===== config.mk =====
export PLATFORM = sky130hd
export DESIGN_NAME = register_file_dual_write
export DESIGN_NICKNAME = d
export VERILOG_FILES = /design/src/rtl/register_file_dual_write.sv
export SDC_FILE = /design/constraint.sdc
export NUM_CORES = 1
export LEC_CHECK = 0
export ABC_CLOCK_PERIOD_IN_PS = 20300
export CAP_MARGIN = 20
export CORE_ASPECT_RATIO = 1.75
export CORE_MARGIN = 8
export CORE_UTILIZATION = 60
export DETAILED_ROUTE_END_ITERATION = 16
export MAX_ROUTING_LAYER = met4
export PLACE_DENSITY = 0.8
export SYNTH_ARGS = -nofsm -noshare
export SYNTH_HDL_FRONTEND = slang
export SYNTH_SLANG_ARGS = --single-unit

===== constraint.sdc =====
create_clock -name clk -period 20.3 [get_ports clk]
set_clock_uncertainty 0.1 [all_clocks]
set_input_delay 4.06 -clock clk [delete_from_list [all_inputs] [get_ports clk]]
set_output_delay 4.06 -clock clk [all_outputs]
set_load 0.02 [all_outputs]

===== src/rtl/register_file_dual_write.sv =====
// Register file with three combinational read ports, two write ports (port 1 wins) and a load busy scoreboard.
// Optional macro REGFILE_BYPASS_EN: read ports forward same-cycle write data (write-first).
module register_file_dual_write #(
    parameter int W         = 16,
    parameter int ADDR_BITS = 4,
    parameter int NUM_REGS  = 16
) (
    input  logic                 clk,
    input  logic                 reset_asynchronous,
    input  logic                 write_enable0,
    input  logic [ADDR_BITS-1:0] inp_write_address0,
    input  logic [W-1:0]         inp_write_data0,
    input  logic                 write_enable1,
    input  logic [ADDR_BITS-1:0] inp_write_address1,
    input  logic [W-1:0]         inp_write_data1,
    input  logic                 mark_busy,
    input  logic [ADDR_BITS-1:0] inp_mark_address,
    input  logic [ADDR_BITS-1:0] inp_read_address0,
    input  logic [ADDR_BITS-1:0] inp_read_address1,
    input  logic [ADDR_BITS-1:0] inp_read_address2,
    output logic [W-1:0]         out_read_data0,
    output logic [W-1:0]         out_read_data1,
    output logic [W-1:0]         out_read_data2,
    output logic                 out_busy0,
    output logic                 out_busy1,
    output logic                 out_busy2,
    output logic [ADDR_BITS:0]   out_busy_count
);

    logic [W-1:0]         regs_r [NUM_REGS];
    logic [NUM_REGS-1:0]  busy_r;
    logic [ADDR_BITS:0]   busy_count_r;

    logic [NUM_REGS-1:0]  wr0_hit_s;
    logic [NUM_REGS-1:0]  wr1_hit_s;
    logic [NUM_REGS-1:0]  set_hit_s;
    logic [NUM_REGS-1:0]  busy_next_s;
    logic                 inc_s;
    logic                 dec_s;
    logic [ADDR_BITS-1:0] rd_addr_s [3];
    logic [W-1:0]         rd_data_s [3];
    logic                 rd_busy_s [3];

    assign rd_addr_s[0] = inp_read_address0;
    assign rd_addr_s[1] = inp_read_address1;
    assign rd_addr_s[2] = inp_read_address2;

    // Per-register decode; addresses >= NUM_REGS match nothing, so they are ignored everywhere
    always_comb begin
        for (int i = 0; i < NUM_REGS; i++) begin
            wr0_hit_s[i] = write_enable0 && (inp_write_address0 == ADDR_BITS'(i));
            wr1_hit_s[i] = write_enable1 && (inp_write_address1 == ADDR_BITS'(i));
            set_hit_s[i] = mark_busy && (inp_mark_address == ADDR_BITS'(i));
        end
    end

    // Scoreboard next state: a set beats a clear on the same register
    always_comb begin
        busy_next_s = set_hit_s | (busy_r & ~wr1_hit_s);
        inc_s       = |(set_hit_s & ~busy_r);
        dec_s       = |(wr1_hit_s & busy_r & ~set_hit_s);
    end

    // Storage array update, port 1 overriding port 0 on a shared address
    always_ff @(posedge clk or posedge reset_asynchronous) begin
        if (reset_asynchronous) begin
            for (int i = 0; i < NUM_REGS; i++) begin
                regs_r[i] <= {W{1'b0}};
            end
        end else begin
            for (int i = 0; i < NUM_REGS; i++) begin
                if (wr1_hit_s[i]) begin
                    regs_r[i] <= inp_write_data1;
                end else if (wr0_hit_s[i]) begin
                    regs_r[i] <= inp_write_data0;
                end
            end
        end
    end

    // Scoreboard bits and busy counter; set and clear happen on different registers at most once each
    always_ff @(posedge clk or posedge reset_asynchronous) begin
        if (reset_asynchronous) begin
            busy_r       <= {NUM_REGS{1'b0}};
            busy_count_r <= {(ADDR_BITS+1){1'b0}};
        end else begin
            busy_r       <= busy_next_s;
            busy_count_r <= busy_count_r + {{ADDR_BITS{1'b0}}, inc_s} - {{ADDR_BITS{1'b0}}, dec_s};
        end
    end

    // Read muxes; busy status never forwards same-cycle marks or clears
    always_comb begin
        for (int p = 0; p < 3; p++) begin
            rd_data_s[p] = {W{1'b0}};
            rd_busy_s[p] = 1'b0;
            for (int i = 0; i < NUM_REGS; i++) begin
                rd_data_s[p] = (rd_addr_s[p] == ADDR_BITS'(i)) ? regs_r[i] : rd_data_s[p];
                rd_busy_s[p] = (rd_addr_s[p] == ADDR_BITS'(i)) ? busy_r[i] : rd_busy_s[p];
            end
`ifdef REGFILE_BYPASS_EN
            // |hit guarantees the write is enabled and in range; port 1 applied last so it wins
            rd_data_s[p] = ((|wr0_hit_s) && (rd_addr_s[p] == inp_write_address0)) ? inp_write_data0 : rd_data_s[p];
            rd_data_s[p] = ((|wr1_hit_s) && (rd_addr_s[p] == inp_write_address1)) ? inp_write_data1 : rd_data_s[p];
`else
            rd_data_s[p] = rd_data_s[p];
`endif
        end
    end

    assign out_read_data0 = rd_data_s[0];
    assign out_read_data1 = rd_data_s[1];
    assign out_read_data2 = rd_data_s[2];
    assign out_busy0      = rd_busy_s[0];
    assign out_busy1      = rd_busy_s[1];
    assign out_busy2      = rd_busy_s[2];
    assign out_busy_count = busy_count_r;

endmodule


==> impl_results.md, run 1 <==
* Outcome: finished clean
* Largest net degree at the start of global routing at 149
* Die area at 42400 µm²
* Worst hold-check path type: reg -> reg
* HPWL after DPL at 62100 µm
* CP Capture Type: primary output
* Die outline height at 266 µm
* Fill count at 2965
* Nets at 2489
* Worst-path clk slew at 60 ps
* Share of flip-flops with an asynchronous set or reset at 1.00
* Rel. slew slack at 0.197
* Total power at 0.00220 W
* Worst path buffer plus inverter count at 3
* Final setup viols at 0
* Hold Vio Cnt, Final at 0
* Synth Flop Type: dfrtp_1
* Critical Path Slowest Stage Cell: nand2b_1
* Site Rows at 92
* Gpl congestion at 1.06
* Post-synth EDFFs at 0
* WP data arrival at 7890 ps
* Num CTS Buffers at 28
* Gate power share at 0.322
* Setup TNS at 0 ps
* Pleak at 9.57 nW
* Wire per inst at 33.2 µm
* Syn_area_per_cell at 8.62 µm²
* Sequence of cells on the critical path: buf_4 -> buf_4 -> nand2b_1 -> a2bb2oi_1 -> a221oi_1 -> a211oi_1 -> o21ai_0 -> clkdlybuf4s50_1
* Vias in the first global route at 20800
* CORE AREA at 35700 µm²
* I/O Pins at 117
* Number of H-tree levels at 1
* Max-slew violation count at 0
* Port bufs at 116
* Initial antenna violation count at 5
* Post-Syn Instances at 2494
* Place WS at 8420 ps
* Most frequent cell after synthesis: mux2i_1
* Worst Tran Pin Value at 1200 ps
* Most area-hungry cell type in the Yosys netlist: dfrtp_1
* Final WS setup at 8250 ps
* DRC at 0
* Most used cell, CP: buf_4
* Switching pwr at 0.000832 W
* Total track usage at 0.458
* First-pass GRT wire length at 141000 µm
* Sequential cell area at 6930 µm²
* Clk Latency, worst-skew pair at 590 ps
* DRT iter0 DRCs at 3153
* Most instantiated cells after synthesis: 337 x mux2i_1, 284 x a21oi_1, 277 x dfrtp_1
* RSZ-0062 raised after global routing: false
* Synthesis-stage register bit count at 277
* Crit Path Category: in -> out
* Cts repair resizes at 0
* # clock sinks at 277
* Worst-path fanout max at 52
* Layout cells sized above 1 at 0.0889
* Delay-heaviest family, CP: buffers and inverters
* Area grow syn2layout at 8.95%
* First-pass detailed-route iteration total at 6
* Peak VDD IR at 0.120 mV
* Die width at 159 µm
* Total number of vias at 21800
* Area contributors post-synth: dfrtp_1 32%, mux2i_1 16%, a21oi_1 6.6%
* Sequential power share at 0.415
* GRT overflow at 0
* Req. time, crit path at 16140 ps
* Clock root cell: clkbuf_16
* Hold Slack at 454 ps
* Antenna Nets Post-Route at 0
* CP Launch Type: primary input
* Synthesized area at 21500 µm²
* Drt total wl at 96900 µm
* Cts hold-fix bufs at 0
* Synth warn at 0
* Final core occ at 0.657
* Crit share post-route at 0.593
* Number of max-cap violations at 0
* Clock power share at 0.263
* Fin crit period at 12050 ps
* Max Buffers Root-to-Sink at 3
* P_int at 0.00137 W
* Multi-input logic area at 13200 µm²
* Vias/cell at 7.47
* Count of cell types in the netlist at 78
* Pwr/cell area at 93.8 nW/µm²
* Postcts setup bufs at 0
* Post-synthesis sequential area ratio at 0.322
* Fmax achieved at 83.0 MHz
* Post-synth net total at 2561
* Share of the synthesized area in the top cell type at 0.322
* Starting Density at 0.603
* Switch share at 0.379
* TritonCTS clock tree: yes
* Largest stage delay on the critical path at 800 ps
-- cell type report --
class                      count  area share
tap                          470      0.0251
clock buffer                  35      0.0332
sequential                   277       0.296
timing repair buffer         167      0.0649
inverter                      41     0.00689
multi-input combinational   1907       0.564
clock inverter                15     0.00918
antenna                        6    0.000641
-- cells in the final DEF (no fill, tap or decap), types with 35 or more instances in the layout --
cell type        netlist  final
dfrtp_1              277    277
o21ai_0              238    238
nor2b_1               39     38
mux4_2                52     52
a211oi_1              38     38
nor2_1               226    225
nand2_1              199    198
o22ai_1               40     40
a21oi_1              284    284
nand2b_1              35     35
mux2i_1              337    337
buf_4                 16     54
inv_1                 39     38
clkdlybuf4s50_1        0    104
-- through the flow --
step                area, µm²  std cells
global placement        22400       2861
detailed placement      22400       2861
global route            23400       2917
floorplan               21500       2494
CTS                     23400       2911
finish                  23400       2918
-- path summary, 6_finish.rpt --
kind | slack, ps | to | cells past startpoint | startpoint
max | 8250 | out_read_data2[2] | 8 | inp_read_address2[1]
min in group asynchronous | 3910 | regs_r[196] | 2 | reset_asynchronous
max in group asynchronous | 14770 | regs_r[140] | 3 | reset_asynchronous
min reg2reg | 450 | out_busy_count[0] | 1 | out_busy_count[0]
max reg2reg | 17550 | out_busy_count[4] | 14 | busy_r[11]
min | 450 | out_busy_count[0] | 1 | out_busy_count[0]
-- sequential cells by signal (all words and copies together) (netlist names) --
signal / cells
regs_r: 256
out_busy_count: 5
busy_r: 16
-- power groups by stage --
| stage | registers [W] | clock network (W) | logic (W) |
|---|---|---|---|
| after floorplan | 0.000818 | 0 | 0.000495 |
| after global placement | 0.000896 | 0 | 0.000672 |
| after detailed placement | 0.000901 | 0 | 0.000692 |
| after CTS | 0.000893 | 0.000575 | 0.000695 |
| after global routing | 0.000917 | 0.000595 | 0.000762 |
| final | 0.000912 | 0.000577 | 0.000708 |
-- routing by layer --
metal / routed length [µm] / vias up / global-route usage
met5: 0 / - / -
met4: 8880 / 0 / 0.355
met3: 11000 / 530 / 0.102
met2: 44000 / 1796 / 0.695
met1: 33000 / 10500 / 0.522
li1: - / 9024 / -
-- cells by family after synthesis --
kind of cell	Yosys count	share of synthesized area
compound gates	846	0.240
xor+xnor	4	0.00163
fa+ha+maj	6	0.00384
buf+inv	310	0.0634
flops	277	0.322
mux	429	0.236
simple gates	622	0.133
No activity file was read; power rests on OpenSTA's default activity.
==> run 2: changes to the inputs <==
Settings changed: ABC_CLOCK_PERIOD_IN_PS 20300 to 9990, CORE_UTILIZATION 60 to 56, PLACE_DENSITY 0.8 to 0.78.
Clock period 20.3 ns to 9.99 ns, I/O delays scaled along.
==> impl_results.md, run 2 (synthesized netlist as in run 1, its figures left out) <==
* Peak VDD IR at 0.175 mV
* Total number of vias at 22200
* Pwr/cell area at 189 nW/µm²
* TritonCTS clock tree: yes
* Clock root cell: clkbuf_16
* Outcome: finished clean
* Layout cells sized above 1 at 0.0918
* Req. time, crit path at 7890 ps
* HPWL after DPL at 66800 µm
* Fill count at 3315
* Site Rows at 95
* Fmax achieved at 125 MHz
* CP Capture Type: primary output
* GRT overflow at 0
* WP data arrival at 5910 ps
* Vias/cell at 7.53
* Rel. slew slack at 0.142
* Setup TNS at 0 ps
* Cts repair resizes at 0
* Die area at 45200 µm²
* Max Buffers Root-to-Sink at 3
* RSZ-0062 raised after global routing: false
* Crit share post-route at 0.802
* Num CTS Buffers at 27
* Worst-path fanout max at 27
* Largest register FFs at 256
* Worst-path clk slew at 60 ps
* Most frequent cells in the layout: 337 x mux2i_1, 284 x a21oi_1, 277 x dfrtp_1, 238 x o21ai_0, 226 x nor2_1
* Antenna Nets Post-Route at 0
* Sequence of cells on the critical path: buf_2 -> buf_4 -> nand2_1 -> nor2_1 -> a22oi_1 -> clkdlybuf4s50_1
* Cts hold-fix bufs at 0
* Leading cell type in the layout, fill and taps excluded: mux2i_1
* Wire per inst at 35.2 µm
* Final setup viols at 0
* Vias in the first global route at 21400
* DRC at 0
* Multi-input logic area at 13200 µm²
* Postcts setup bufs at 0
* I/O Pins at 117
* Crit Path Category: in -> out
* # clock sinks at 277
* Total power at 0.00443 W
* Total track usage at 0.467
* Fin crit period at 8010 ps
* CP Launch Type: primary input
* Nets at 2499
* Pleak at 9.56 nW
* Max-slew violation count at 0
* Largest net degree at the start of global routing at 154
* Critical Path Slowest Stage Cell: nor2_1
* Largest stage delay on the critical path at 1180 ps
* DRT iter0 DRCs at 3533
* Clk Latency, worst-skew pair at 590 ps
* Gpl congestion at 1.09
* Die width at 164 µm
* Starting Density at 0.564
* Area grow syn2layout at 9.10%
* Initial antenna violation count at 5
* Drt total wl at 103000 µm
* Worst Tran Pin Value at 1280 ps
* Number of max-cap violations at 0
* Port bufs at 116
* Hold Vio Cnt, Final at 0
* CORE AREA at 38200 µm²
* Die outline height at 275 µm
* Number of H-tree levels at 1
* Sequential cell area at 6930 µm²
* Most flop-heavy register: regs_r
* First-pass GRT wire length at 148000 µm
* First-pass detailed-route iteration total at 6
* Worst hold-check path type: reg -> reg
==> run 2: cell count changes in the layout (fill, tap and decap cells not counted), sizes merged <==
cell,change
buf,+10
bufinv,-2
clkbuf,-2
clkinv,-4
clkinvlp,+5
inv,+1
==> run 2: power by group <==
part / switching, W / leakage (nW) / total, W / internal, W
Combinational: 0.000784 / 5.87 / 0.00147 / 0.000684
Clock: 0.000504 / 0.431 / 0.00110 / 0.000599
Sequential: 0.000445 / 3.27 / 0.00186 / 0.00141
==> run 2: worst paths after layout <==
path | from | end | slack, ps | cells after the start
max | inp_read_address2[3] | out_read_data2[14] | 1980 | 6
min | out_busy_count[0] | out_busy_count[0] | 450 | 1
max reg2reg | busy_r[6] | out_busy_count[4] | 6970 | 13
min reg2reg | out_busy_count[0] | out_busy_count[0] | 450 | 1
max in group asynchronous | reset_asynchronous | regs_r[10] | 6510 | 3
min in group asynchronous | reset_asynchronous | regs_r[24] | 1880 | 2
==> run 2: routing by layer <==
metal	up-vias	global-route usage	routed length, µm	share of wire
met2	1871	0.671	45300	0.44
met1	10600	0.522	34300	0.33
met4	0	0.394	10500	0.10
met5	-	-	0	0
met3	632	0.144	13300	0.13
li1	9048	-	-	-
==> run 2: stage by stage <==
stage | instances | hold WS (ps) | util | area, µm² | setup WS, ps
3_3_place_gp | 2884 | 402 | 0.589 | 22500 | 2420
3_5_place_dp | 2886 | 434 | 0.590 | 22500 | 2490
2_1_floorplan | 2494 | 402 | - | 21500 | 255
4_1_cts | 2933 | 449 | 0.614 | 23400 | 2500
6_report | 2941 | 452 | 0.615 | 23500 | 1980
5_1_grt | 2940 | 464 | 0.615 | 23500 | 2140
==> run 2: cell type report <==
type                            count  area share
Inverter                           41     0.00688
Timing Repair Buffer              178      0.0691
Tap cell                          485      0.0259
Clock inverter                     15     0.00768
Multi-Input combinational cell   1907       0.564
Antenna cell                        6    0.000640
Clock buffer                       32      0.0309
Sequential cell                   277       0.295
==> run 2: critical path, delay by kind of cell <==
kind,cells,cell delay (ps)
AND/OR/NAND/NOR,2,1820
buffers and inverters,3,1670
AO/OA/AOI/OAI,1,390
